File: config.mk
export PLATFORM = sky130hd
export DESIGN_NAME = dm_store_rmw
export DESIGN_NICKNAME = d
export VERILOG_FILES = /design/src/rtl/dm_store_rmw.sv
export SDC_FILE = /design/constraint.sdc
export NUM_CORES = 1
export LEC_CHECK = 0
export ABC_AREA = 1
export CAP_MARGIN = 0
export CORE_AREA = 2 2 119 121
export DETAILED_ROUTE_END_ITERATION = 10
export DIE_AREA = 0 0 121 123
export PLACE_DENSITY = 0.79
export SLEW_MARGIN = 20
export SYNTH_ARGS = -nofsm -noshare
export SYNTH_HDL_FRONTEND = slang
export SYNTH_SLANG_ARGS = --single-unit
File: constraint.sdc
create_clock -name clk -period 2.2 [get_ports clk]
set_input_delay 0.66 -clock clk [delete_from_list [all_inputs] [get_ports clk]]
set_output_delay 0.66 -clock clk [all_outputs]
set_load 0.02 [all_outputs]
File: src/rtl/dm_store_rmw.sv
// Store path to a word-wide data memory without byte enables: sw written directly, sb/sh via read-modify-write.
// Latency: sw writes in the request cycle; sb/sh read in the request cycle and write merged data one cycle later.
// Backpressure: stall is raised for the single read cycle of a sub-word store; no other flow control.
module dm_store_rmw #(
    parameter int ADDR_W = 32,
    parameter int CNT_W  = 32
) (
    input  logic              clk,
    input  logic              reset,
    input  logic              req_valid,
    input  logic [2:0]        mod,
    input  logic [ADDR_W-1:0] addr,
    input  logic [31:0]       wdata,
    output logic              stall,
    output logic              align_err,
    output logic [ADDR_W-1:0] mem_addr,
    output logic              mem_re,
    input  logic [31:0]       mem_rdata,
    output logic              mem_we,
    output logic [31:0]       mem_wdata,
    output logic [CNT_W-1:0]  sub_cnt
);

    localparam logic [2:0] MOD_WORD = 3'd0;
    localparam logic [2:0] MOD_BYTE = 3'd1;
    localparam logic [2:0] MOD_HALF = 3'd2;

    typedef enum logic {
        ST_IDLE  = 1'b0,
        ST_MERGE = 1'b1
    } state_t;

    state_t             state_q, state_d;
    logic [ADDR_W-1:0]  addr_q, addr_d;
    logic               half_q, half_d;     // captured store is a halfword (else byte)
    logic [15:0]        sdata_q, sdata_d;   // only the low halfword of rt can reach memory
    logic [CNT_W-1:0]   sub_cnt_q, sub_cnt_d;

    // Request decode for the cycle the store is first seen in IDLE
    logic is_word, is_byte, is_half, misaligned, start_rmw;

    always_comb begin
        is_word    = req_valid && (mod == MOD_WORD);
        is_byte    = req_valid && (mod == MOD_BYTE);
        is_half    = req_valid && (mod == MOD_HALF);
        misaligned = (is_half && addr[0]) || (is_word && (addr[1:0] != 2'b00));
        start_rmw  = (is_byte || is_half) && !misaligned;
    end

    // State and captured-request registers, synchronous active-low reset
    always_ff @(posedge clk) begin
        if (!reset) begin
            state_q   <= ST_IDLE;
            addr_q    <= '0;
            half_q    <= 1'b0;
            sdata_q   <= '0;
            sub_cnt_q <= '0;
        end else begin
            state_q   <= state_d;
            addr_q    <= addr_d;
            half_q    <= half_d;
            sdata_q   <= sdata_d;
            sub_cnt_q <= sub_cnt_d;
        end
    end

    // Next state: IDLE launches a read for aligned sb/sh, MERGE always returns after its write
    always_comb begin
        state_d   = state_q;
        addr_d    = addr_q;
        half_d    = half_q;
        sdata_d   = sdata_q;
        sub_cnt_d = sub_cnt_q;
        case (state_q)
            ST_IDLE: begin
                if (start_rmw) begin
                    state_d = ST_MERGE;
                    addr_d  = addr;
                    half_d  = is_half;
                    sdata_d = wdata[15:0];
                end
            end
            ST_MERGE: begin
                state_d   = ST_IDLE;
                sub_cnt_d = sub_cnt_q + 1'b1;
            end
            default: state_d = ST_IDLE;
        endcase
    end

    // Outputs: strobes and write data are forced low while reset is asserted
    always_comb begin
        stall     = 1'b0;
        align_err = 1'b0;
        mem_re    = 1'b0;
        mem_we    = 1'b0;
        mem_wdata = '0;
        mem_addr  = {addr[ADDR_W-1:2], 2'b00};
        if (state_q == ST_MERGE) begin
            mem_addr = {addr_q[ADDR_W-1:2], 2'b00};
            if (reset) begin
                mem_we    = 1'b1;
                mem_wdata = mem_rdata;
                if (half_q) begin
                    if (addr_q[1]) mem_wdata[31:16] = sdata_q;
                    else           mem_wdata[15:0]  = sdata_q;
                end else begin
                    case (addr_q[1:0])
                        2'd0:    mem_wdata[7:0]   = sdata_q[7:0];
                        2'd1:    mem_wdata[15:8]  = sdata_q[7:0];
                        2'd2:    mem_wdata[23:16] = sdata_q[7:0];
                        default: mem_wdata[31:24] = sdata_q[7:0];
                    endcase
                end
            end
        end else if (reset) begin
            if (misaligned) begin
                align_err = 1'b1;
            end else if (is_word) begin
                mem_we    = 1'b1;
                mem_wdata = wdata;
            end else if (start_rmw) begin
                mem_re = 1'b1;
                stall  = 1'b1;
            end
        end
    end

    assign sub_cnt = sub_cnt_q;

endmodule

==> impl_results.rst <==
.. list-table::
   :header-rows: 1

   * - Metric
     - Value
   * - Std-Cell Core Area
     - 0.0136 mm²
   * - Synth warnings
     - 0
   * - Hold Violations, Final
     - 0
   * - Number of enable flip-flop cells after synthesis
     - 0
   * - Drt first pass iters
     - 5
   * - Final min period
     - about 2500 ps
   * - Synthesized cell area
     - ~0.0055 mm²
   * - Largest fanout of any net on the critical path
     - 5
   * - Cell at the root of the clock tree
     - clkbuf_16
   * - Avg Cell Area, Syn
     - 5.83 µm²
   * - Post-DR vias/cell
     - around 5.3
   * - Footprint of the multi-input gates
     - 0.00374 mm²
   * - Count of final setup violators
     - 33
   * - RD Place Congestion
     - between 0.9 and 1
   * - Worst-Margin Slew
     - between 700 and 800 ps
   * - Setup clock skew after layout
     - between 8 and 9 ps
   * - Horizontal extent of the die
     - between 100 and 150 µm
   * - Number of unique standard cell types used by synthesis
     - 31
   * - Std cell rows
     - 43
   * - Compound-gate portion of the synthesized area
     - 0.171
   * - Post-layout instance count excluding filler cells
     - between 1k and 1.5k
   * - Sequential power share
     - 0.369
   * - Buffers on Ports
     - 199
   * - Register bit count reported by yosys
     - a little over 80
   * - FILL cells
     - approximately 1.2k
   * - Basic-gate share of the synthesized area counting and, or, nand and nor cells
     - 0.420
   * - Share of final-layout standard cells stronger than drive strength 1
     - 0.238
   * - CTS tree
     - done
   * - Internal portion of total power
     - between 2 and 3 mW
   * - Setup Crit Path Kind
     - in2out
   * - Fmax
     - ~0.41 GHz
   * - Overflow left after global routing
     - 0
   * - Final design instance area without fill
     - 0.00921 mm²
   * - Failing checks
     - setup timing
   * - Async SR Flop Fraction
     - 0
   * - Most frequent standard cell in the layout excluding fill and tap cells
     - nand2_1
   * - Worst endpoint data arrival time
     - 1800 ps
   * - Multiplexer fraction of the synthesized cell area
     - 0
   * - Max_cap viols
     - 0
   * - Worst Setup Slack, final
     - -257 ps
   * - Pin count of the biggest net entering global routing
     - around 70
   * - Relative slew slack
     - 0.524
   * - Overall routed net length
     - about 21 mm
   * - Required time of the critical path
     - between 1500 and 2000 ps
   * - Setup crit end kind
     - primary output
   * - Post-detailed-placement cell area
     - 0.00835 mm²
   * - Largest area contributor in the netlist
     - dfxtp_1
   * - Area growth syn-to-layout
     - 68.2%
   * - Total number of vias
     - 7300
   * - CP Launch Type
     - input port
   * - Clock-pin slew on the worst setup and hold paths
     - 70 ps
   * - Num ports
     - slightly above 200
   * - Logic pwr share
     - 0.234
   * - ANT nets after route
     - 0
   * - Ranking of synthesized cells by area
     - dfxtp_1 (30%), nand2_1 (21%), nor2_1 (8.1%)
   * - Net total in the final layout
     - between 1k and 1.5k
   * - Unrepaired setup endpoints after global routing
     - yes
   * - Bufs on Longest Clock Path
     - 2
   * - Net switching component of the power
     - around 1.2 mW
   * - Max VDD drop
     - 281 µV
   * - Synth top area share
     - 0.300
   * - Post-DP HPWL
     - 13.4 mm
   * - Commonest register cell after synthesis
     - dfxtp_1
   * - Power density cells
     - between 400 and 500 mW/mm²
   * - Share of the clock period used by the worst path
     - 1.12
   * - Type of the worst min-delay path
     - reg2reg
   * - Total power
     - roughly 4.2 mW
   * - Skew-Pair Late Insertion Delay
     - about 340 ps
   * - Detailed router's first-iteration violation count
     - roughly 580
   * - Number of CTS-inserted buffers
     - 9
   * - Count of placed standard cells including taps
     - 1341
   * - Clock group share of total power
     - 0.397
   * - Post-Synth XOR/XNOR Area
     - 0.00320
   * - Instance count of the mapped netlist
     - between 900 and 1k
   * - Total Die Area
     - around 0.015 mm²
   * - Result of the run
     - finished with violations
   * - First-pass GRT wire length
     - ~33 mm
   * - Largest family of logic cells by synthesized area
     - simple AND/OR/NAND/NOR gates
   * - Die extent in y
     - about 120 µm
   * - Antenna violations before repair
     - 0
   * - Clock sinks
     - 82
   * - Sequential-to-total area share from yosys stat
     - 0.300
   * - Switching Share
     - 0.286
   * - Top library cells by usage in the layout, fill and taps aside
     - nand2_1 (292), clkdlybuf4s50_1 (121), nor2_1 (116)
   * - GRT Total Usage
     - 0.273
   * - Starting density of the core
     - 0.402
   * - Util after Layout
     - 0.676
   * - H-Tree Level Count
     - 3
   * - Leakage power
     - just under 4 nW
   * - Number of DRC violations after detailed routing
     - 0
   * - Fraction of the mapped netlist area in adder cells
     - 0.00229
   * - Post-placement setup slack
     - -1080 ps
   * - Number of pins with negative max-slew slack in the final report
     - 0
   * - Number of global-route vias before repair
     - between 6k and 7k
   * - Number of hold buffers added after CTS
     - 0
   * - Combined flip-flop and latch cell area
     - roughly 0.0016 mm²
   * - Average routed wire per standard cell
     - ~15 µm
==> through the flow <==
| step | setup TNS [ps] | hold WS, ps |
|---|---|---|
| after floorplan | -2030 | 440 |
| after global placement | -69210 | 449 |
| after detailed placement | -71910 | 453 |
| after CTS | -6720 | 463 |
| after global routing | -8850 | 478 |
| final | -7060 | 460 |
==> timing repair <==
item | CTS | global route
pin swaps | 13 | 19
endpoints found under the setup margin | 116 | 62
gates cloned | 8 | 0
setup buffers | 14 | 2
hold endpoints to repair | 0 | 0
resized for setup | 375 | 74
==> cells in the mapped netlist (2+ instances only) <==
cell type,instances
a21oi_1,81
buf_1,8
buf_2,25
buf_4,5
buf_6,3
clkbuf_1,22
dfxtp_1,82
inv_1,65
inv_2,2
nand2_1,313
nand3_1,54
nand4_1,44
nor2_1,118
nor2_2,5
nor3_1,12
o211ai_1,19
o21ai_0,51
o21ai_1,13
o311ai_0,5
==> final timing paths <==
kind / from / to / slack (ps) / depth (start not counted)
setup / recovery: mod[1] / mem_wdata[9] / -260 / 9
hold / removal: addr_q[29]$_SDFFE_PN0P_ / addr_q[29]$_SDFFE_PN0P_ / 460 / 2
setup reg to reg: state_q$_SDFF_PP0_ / sub_cnt[18]$_SDFFE_PN0P_ / 490 / 9
hold reg to reg: addr_q[29]$_SDFFE_PN0P_ / addr_q[29]$_SDFFE_PN0P_ / 460 / 2
==> power by group through the flow <==
stage               sequential (mW)  clock (mW)  combinational (mW)
finish                         1.55        1.66               0.981
global route                   1.55        1.76                1.06
CTS                            1.55        1.69               0.968
detailed placement             1.58           0               0.900
global placement               1.58           0               0.892
floorplan                      1.58           0               0.426
==> worst max-delay path: stages <==
cell	delay, ps
buf_8	100
nor4_4	240
buf_4	160
buf_8	110
buf_6	100
buf_12	120
nand3_2	50
o21ai_1	80
buf_4	160
==> per-layer routing <==
metal,up-vias,routed length (µm),track usage
met5,-,0,0
met4,0,651,0.144
met3,51,1710,0.0512
met2,341,10500,0.473
met1,3309,8370,0.321
li1,3599,-,-
==> registers in the layout, summed over array words and instances, names as in the netlist <==
| name | count |
|---|---|
| state_q | 1 |
| sdata_q | 16 |
| half_q | 1 |
| addr_q | 32 |
| sub_cnt | 32 |
==> logic make-up after synthesis <==
logic type                 after synthesis
and+or+nand+nor                        550
AOI/OAI and AO/OA                      172
buffers and inverters                  131
DFF                                     82
xor gates and xnor gates                 2
adders and majority gates                1
other                                    1
==> cell type report <==
class	instances	area share
clock inverter	7	0.0110
inverter	68	0.0304
multi-input combinational	727	0.406
sequential	82	0.179
antenna	1	0.000272
tap	180	0.0245
clock buffer	9	0.0245
timing repair buffer	302	0.325
No activity file was read; power rests on OpenSTA's default activity.
